$ cat src/rtl/mac_seq_ctrl.sv
// Sequencer for a 4x4 MAC array: loads weight rows, feeds skewed activations, waits for results.
// Latency: weight row and activation column j appear 1 and 1+j cycles after their handshake.
// Backpressure: w_req/a_ready are only held while the FSM can accept; the skew pipeline never stalls.
module mac_seq_ctrl #(
  parameter int DRAIN_TIMEOUT = 32
) (
  input  logic        clk,
  input  logic        rstn,
  input  logic        start,
  input  logic        reload_w,
  input  logic [7:0]  nvec,
  output logic        w_req,
  input  logic        w_ack,
  input  logic [31:0] w_in,
  input  logic        a_valid,
  output logic        a_ready,
  input  logic [31:0] a_in,
  output logic        w_load,
  output logic [1:0]  wrow,
  output logic [31:0] wdata,
  output logic [31:0] idata,
  output logic [3:0]  icol_valid,
  input  logic [3:0]  ovalid,
  output logic        busy,
  output logic        done,
  output logic        timeout_err
);

  localparam logic [2:0] S_IDLE  = 3'd0;
  localparam logic [2:0] S_WLOAD = 3'd1;
  localparam logic [2:0] S_FEED  = 3'd2;
  localparam logic [2:0] S_DRAIN = 3'd3;
  localparam logic [2:0] S_FIN   = 3'd4;

  localparam logic [7:0] TMO = 8'(DRAIN_TIMEOUT);

  logic [2:0]  state;
  logic [7:0]  nvec_q;
  logic [7:0]  acc_cnt;
  logic [7:0]  res_cnt;
  logic [7:0]  drn_cnt;
  logic [1:0]  row_cnt;
  logic        w_loaded;
  logic        w_acc;
  logic        a_acc;
  logic        start_ok;
  logic        res_done;
  logic        unused_ovalid;

  // Skew stages keep only the bytes still waiting to be emitted.
  logic [31:0] s0;
  logic [31:8] s1;
  logic [31:16] s2;
  logic [31:24] s3;
  logic [3:0]  sk_vld;

  assign w_req    = (state == S_WLOAD);
  assign a_ready  = (state == S_FEED) && (acc_cnt < nvec_q);
  assign busy     = (state != S_IDLE);
  assign done     = (state == S_FIN);
  assign w_acc    = w_req & w_ack;
  assign a_acc    = a_valid & a_ready;
  assign start_ok = (state == S_IDLE) && start && (nvec != 8'd0);
  assign res_done = (res_cnt == nvec_q);

  assign idata      = {s3, s2[23:16], s1[15:8], s0[7:0]};
  assign icol_valid = sk_vld;
  assign unused_ovalid = ^ovalid[2:0];

  always_ff @(posedge clk or negedge rstn) begin
    if (!rstn) begin
      state       <= S_IDLE;
      nvec_q      <= 8'd0;
      acc_cnt     <= 8'd0;
      res_cnt     <= 8'd0;
      drn_cnt     <= 8'd0;
      row_cnt     <= 2'd0;
      w_loaded    <= 1'b0;
      w_load      <= 1'b0;
      wrow        <= 2'd0;
      wdata       <= 32'd0;
      timeout_err <= 1'b0;
    end else begin
      w_load <= w_acc;
      if (w_acc) begin
        wrow    <= row_cnt;
        wdata   <= w_in;
        row_cnt <= row_cnt + 2'd1;
      end

      // Results only count while a job can legitimately be producing them.
      if (start_ok)
        res_cnt <= 8'd0;
      else if ((state == S_FEED || state == S_DRAIN) && ovalid[3] && res_cnt != 8'hFF)
        res_cnt <= res_cnt + 8'd1;

      case (state)
        S_IDLE: begin
          if (start_ok) begin
            nvec_q      <= nvec;
            acc_cnt     <= 8'd0;
            row_cnt     <= 2'd0;
            timeout_err <= 1'b0;
            state       <= (reload_w || !w_loaded) ? S_WLOAD : S_FEED;
          end
        end
        S_WLOAD: begin
          if (w_acc && row_cnt == 2'd3) begin
            w_loaded <= 1'b1;
            state    <= S_FEED;
          end
        end
        S_FEED: begin
          if (a_acc) begin
            acc_cnt <= acc_cnt + 8'd1;
            if (acc_cnt + 8'd1 == nvec_q) begin
              drn_cnt <= 8'd0;
              state   <= S_DRAIN;
            end
          end
        end
        S_DRAIN: begin
          // Completion is checked first so a same-cycle timeout never flags an error.
          if (res_done) begin
            state <= S_FIN;
          end else if (drn_cnt == TMO) begin
            timeout_err <= 1'b1;
            state       <= S_FIN;
          end else begin
            drn_cnt <= drn_cnt + 8'd1;
          end
        end
        S_FIN:   state <= S_IDLE;
        default: state <= S_IDLE;
      endcase
    end
  end

  always_ff @(posedge clk or negedge rstn) begin
    if (!rstn) begin
      s0     <= 32'd0;
      s1     <= 24'd0;
      s2     <= 16'd0;
      s3     <= 8'd0;
      sk_vld <= 4'd0;
    end else begin
      s0     <= a_acc ? a_in : 32'd0;
      s1     <= s0[31:8];
      s2     <= s1[31:16];
      s3     <= s2[31:24];
      sk_vld <= {sk_vld[2:0], a_acc};
    end
  end

endmodule

$ cat config.mk
export PLATFORM = sky130hd
export DESIGN_NAME = mac_seq_ctrl
export DESIGN_NICKNAME = d
export VERILOG_FILES = /design/src/rtl/mac_seq_ctrl.sv
export SDC_FILE = /design/constraint.sdc
export NUM_CORES = 1
export LEC_CHECK = 0
export CORE_MARGIN = 5
export CORE_UTILIZATION = 49
export DETAILED_ROUTE_END_ITERATION = 7
export PLACE_DENSITY = 0.8
export SYNTH_ARGS = -nofsm -noshare
export SYNTH_HDL_FRONTEND = slang
export SYNTH_SLANG_ARGS = --single-unit
export TNS_END_PERCENT = 10
$ cat constraint.sdc
create_clock -name clk -period 3.1 [get_ports clk]
set_input_delay 0.93 -clock clk [delete_from_list [all_inputs] [get_ports clk]]
set_output_delay 0.93 -clock clk [all_outputs]
set_load 0.02 [all_outputs]
* Yosys cells after proc, flatten, opt, wreduce, memory -nomap -nowiden
Cells that the tools add are included.
Word-level totals: memories 0, bits in registers 158, bits in read-only memories 0, output and inout bits 76, bits in latches 0, bits of input ports 82, bits in writable memories 0
Cells by class: bitwise gates (word level) 2, divide/modulo/power cells 0, equality and inequality tests 17, multipliers 0, shifts and indexed selects 0, reduce and logical (&&, ||, !) cells 22, muxes and demuxes 26, add/subtract/negate cells 4, order comparisons 1
Operator list (number):
- $mux 8 | 8
- $mux 32 | 1
- $pmux 8 s2 | 2
- $add 8x1->8 const B | 3
- $mux 3 | 6
- $eq 8x8->1 | 2
- $pmux 3 s4 | 1
- $reduce_and 5->1 | 2
- $eq 8x6->1 const B | 1
- $lt 8x8->1 | 1
- $mux 2 | 4
- $ne 2x2->1 const B | 4
- $ne 8x8->1 const B | 1
- $reduce_bool 2->1 | 4
- $reduce_bool 8->1 | 1
- $eq 3x2->1 const B | 2
- $logic_and 1x1->1 | 6
- $ne 2x1->1 const B | 3
- $reduce_and 2->1 | 2
- $reduce_and 4->1 | 1
- $eq 3x1->1 const B | 1
- $eq 3x3->1 const B | 1
- $logic_not 3->1 | 1
- $mux 1 | 3
- 9 further kinds | 11

* Depth between registers and ports, before layout
depth after elaboration 6, mapped depth 9, depth with buffers taken out 9

* Worst setup path after synthesis
No wires, ideal clock.
kind flip-flop to output port, start register nvec_q[1], end output port a_ready, data required time 2.170 ns, path buffers 0, arrival time 1.942 ns, slack 0.228 ns, cell stages (with the launch flop) 7, cells stage by stage dfrtp_1 -> inv_1 -> ha_1 -> nor2b_1 -> o211ai_1 -> a211o_1 -> nor4b_1
Between the ends: word-level cells in the longest chain between the ends 2
Ends and longest elaborated chain:
- from (decl) | line 38 | logic [7:0] nvec_q;
- from (signal assigned) | line 100 | nvec_q <= nvec;
- $lt 8x8->1 | line 58 | assign a_ready = (state == S_FEED) && (acc_cnt < nvec_q);
- $logic_and 1x1->1 | line 58
- to (decl) | line 16 | output logic a_ready,
Every way passes these cells.

* Worst setup path in the final report
Ends and elaborated chain as after synthesis.

==> impl_metrics.tcl <==
set metrics [dict create \
    ys_seq_elements 158 \
    die_area_um2 15000 \
    nNetsFinal 734 \
    finalCriticalPeriod_ns 2.99 \
    hold_viol 0 \
    cts_root_buffer "clkbuf_16" \
    cp_max_fo 2 \
    required_ns 2.17 \
    ir_drop_mv 0.409 \
    finalClockSkew_ns 0.00968 \
    overflow 0 \
    synth_top_family_by_area "simple AND/OR/NAND/NOR gates" \
    vias 4203 \
    drive_above_1_share_pct 15.2 \
    netSwitchingPower_mw 2.65 \
    synth-edff-count 0 \
    yosys.area_share.simple_pct 11.9 \
    grt_first_pass_wirelength_mm 22.0 \
    drc 0 \
    r2r-end "drn_cnt[5]" \
    clkPwrFrac_pct 26.2 \
    internal_power_mw 5.04 \
    synth_xor_xnor_area_share_pct 3.50 \
    syn_nets 581 \
    setup_ws_ns 0.108 \
    r2r_setup_slack_ns 0.52 \
    grt_start_max_net_pins 59 \
    pwr-share-comb_pct 35.8 \
    grt_pass1_vias 4398 \
    synthMuxAreaShare_pct 6.82 \
    worstHoldPathType "reg -> reg" \
    p_seq_share_pct 37.9 \
    ys_warn_count 0 \
    core_um2 12500 \
    setup_viol 0 \
    firstDrtPassIters 4 \
    finalPower_mw 7.69 \
    synthCells 486 \
    io_buffers 154 \
    htree_levels 4 \
    tightest_slew_ns 0.481 \
    p_leak_nw 3.93 \
    grt_use_total_pct 19.2 \
    cts_buffers 17 \
    cts_sinks 158 \
    ios 158 \
    rows 41 \
    post-route-util_pct 67.8 \
    antenna_left 0 \
    timing.hold.ws_ns 0.346 \
    cap_violations 0 \
    final_max_slew_viol_count 0 \
    end_kind "output pin" \
    gp_congestion 0.884 \
    p_per_area_nw_per_um2 906 \
    tns_ns 0 \
    reg2reg_depth 10 \
    synth_compound_area_share_pct 5.92 \
    clk_path_buf_depth 2 \
    slew_headroom_pct 67.9 \
    post-place-ws_ns 0.0533 \
    cts_tree "yes" \
    layout_common_cells "158 x dfrtp_1, 152 x clkdlybuf4s50_1, 35 x mux2_2" \
    antenna_found_initial 0 \
    dp_hpwl_mm 9.88 \
    hold-path-endpoint "s1[24]" \
    drtIter0Drc 294 \
    yosys_most_used_dff "dfrtp_1" \
    syn-cell-area_um2 6220 \
    hold_depth 0 \
    critPathLaunchType "flip-flop" \
    status "completed" \
    swShare_pct 34.5 \
    clk_pin_slew_ns 0.07 \
    die_h_um 123 \
    min_from "s0[24]" \
    cts_hold_buf 0 \
    vias_per_cell 5.10 \
    crit_arrival_ns 2.06 \
    start_util_pct 49.7 \
    reg2reg_from "nvec_q[1]" \
    yosysUniqueCellTypes 49 \
    wl_per_cell_um 16.6 \
    final_common_cell "dfrtp_1" \
    insertion_delay_ns 0.43 \
    fmaxAchievable_mhz 334 \
    syn_avg_cell_area_um2 12.8 \
    die_x_um 123 \
    synthAdderAreaFrac_pct 2.62 \
    n_antenna_cell 0 \
    ys_seq_area_share_pct 63.6 \
    fin_crit_sh_pct 96.5 \
    worst-setup-path-type "reg -> out" \
    filler_cell_count 939 \
    ys_async_sr_fraction_pct 100 \
    wirelength_mm 13.7 \
    area_growth_pct 36.5 \
]
==> final cells by class <==
cell class	instances	area, um2	area share, %
Sequential cell	158	3950	46.6
Multi-Input combinational cell	264	1920	22.6
Inverter	20	75.1	0.885
Tap cell	172	215	2.54
Clock buffer	17	425	5.01
Clock inverter	15	165	1.95
Timing Repair Buffer	178	1730	20.4
==> cell families (layout without fill, tap and decap cells) <==
| kind of cell | Yosys count | after routing |
|---|---|---|
| xor+xnor | 24 | 24 |
| simple gates | 135 | 135 |
| buf+inv | 64 | 230 |
| fa+ha+maj | 13 | 13 |
| mux | 38 | 38 |
| flops | 158 | 158 |
| compound gates | 54 | 54 |
==> per-stage QoR <==
stage	cells	instance area, um2
floorplan	486	6220
global placement	791	7890
detailed placement	791	7890
CTS	823	8470
global route	824	8490
finish	824	8490
==> routing by layer <==
layer,wire [um],global-route usage (%)
met1,5260,22.4
met2,7650,33.8
met3,595,5.02
met4,189,7.42
met5,0,0
==> synth_stat cells, drive strengths merged (12+ instances only) <==
| cell | instances | share of area (%) |
|---|---|---|
| mux2 | 35 | 6.3 |
| o21ai | 21 | 1.7 |
| inv | 20 | 1.2 |
| dfrtp | 158 | 64 |
| nor2 | 22 | 1.3 |
| and3 | 34 | 3.4 |
| buf | 29 | 3.5 |
| xor2 | 13 | 2.0 |
| nand3 | 12 | 1.0 |
| clkbuf | 15 | 0.93 |
| ha | 13 | 2.6 |
| nand2 | 28 | 1.7 |
==> critical path: stages (launching register included) <==
cell	delay, ns
dfrtp_1	0.37
inv_1	0.08
ha_1	0.23
nor2b_1	0.13
o211ai_1	0.23
a211o_1	0.20
nor4b_2	0.21
buf_4	0.19
==> how the worst max path moves through the flow <==
| stage | startpoint | end | slack (ns) | cells after the start |
|---|---|---|---|---|
| after floorplan | nvec_q[1] | a_ready | 0.23 | 6 |
| after global placement | nvec_q[1] | a_ready | 0.04 | 7 |
| after detailed placement | nvec_q[1] | a_ready | 0.05 | 7 |
| after CTS | nvec_q[1] | a_ready | 0.04 | 7 |
| after global routing | nvec_q[1] | a_ready | -0.05 | 7 |
| final | nvec_q[1] | a_ready | 0.11 | 7 |
==> state kept, by name, summed over array words and instances, names as in the netlist, 2 cells and up <==
register,cells
s1,24
wdata,32
s3,8
s2,16
res_cnt,8
s0,32
state,3
wrow,2
acc_cnt,8
icol_valid,4
row_cnt,2
drn_cnt,8
nvec_q,8
==> power groups by stage <==
stage / clock [mW] / sequential (mW) / combinational (mW)
floorplan: 0 / 3.24 / 1.28
global placement: 0 / 2.91 / 2.67
global route: 2.16 / 2.99 / 2.98
CTS: 2.07 / 2.92 / 2.77
detailed placement: 0 / 2.95 / 2.76
finish: 2.02 / 2.92 / 2.75
==> repair_timing <==
| action | 4_1_cts | 5_1_grt |
|---|---|---|
| buffers inserted | 0 | 1 |
| gates resized for setup | 5 | 2 |
| setup endpoints to repair | 1 | 1 |
| pin swaps | 0 | 2 |
(Power assumes the default switching activity.)
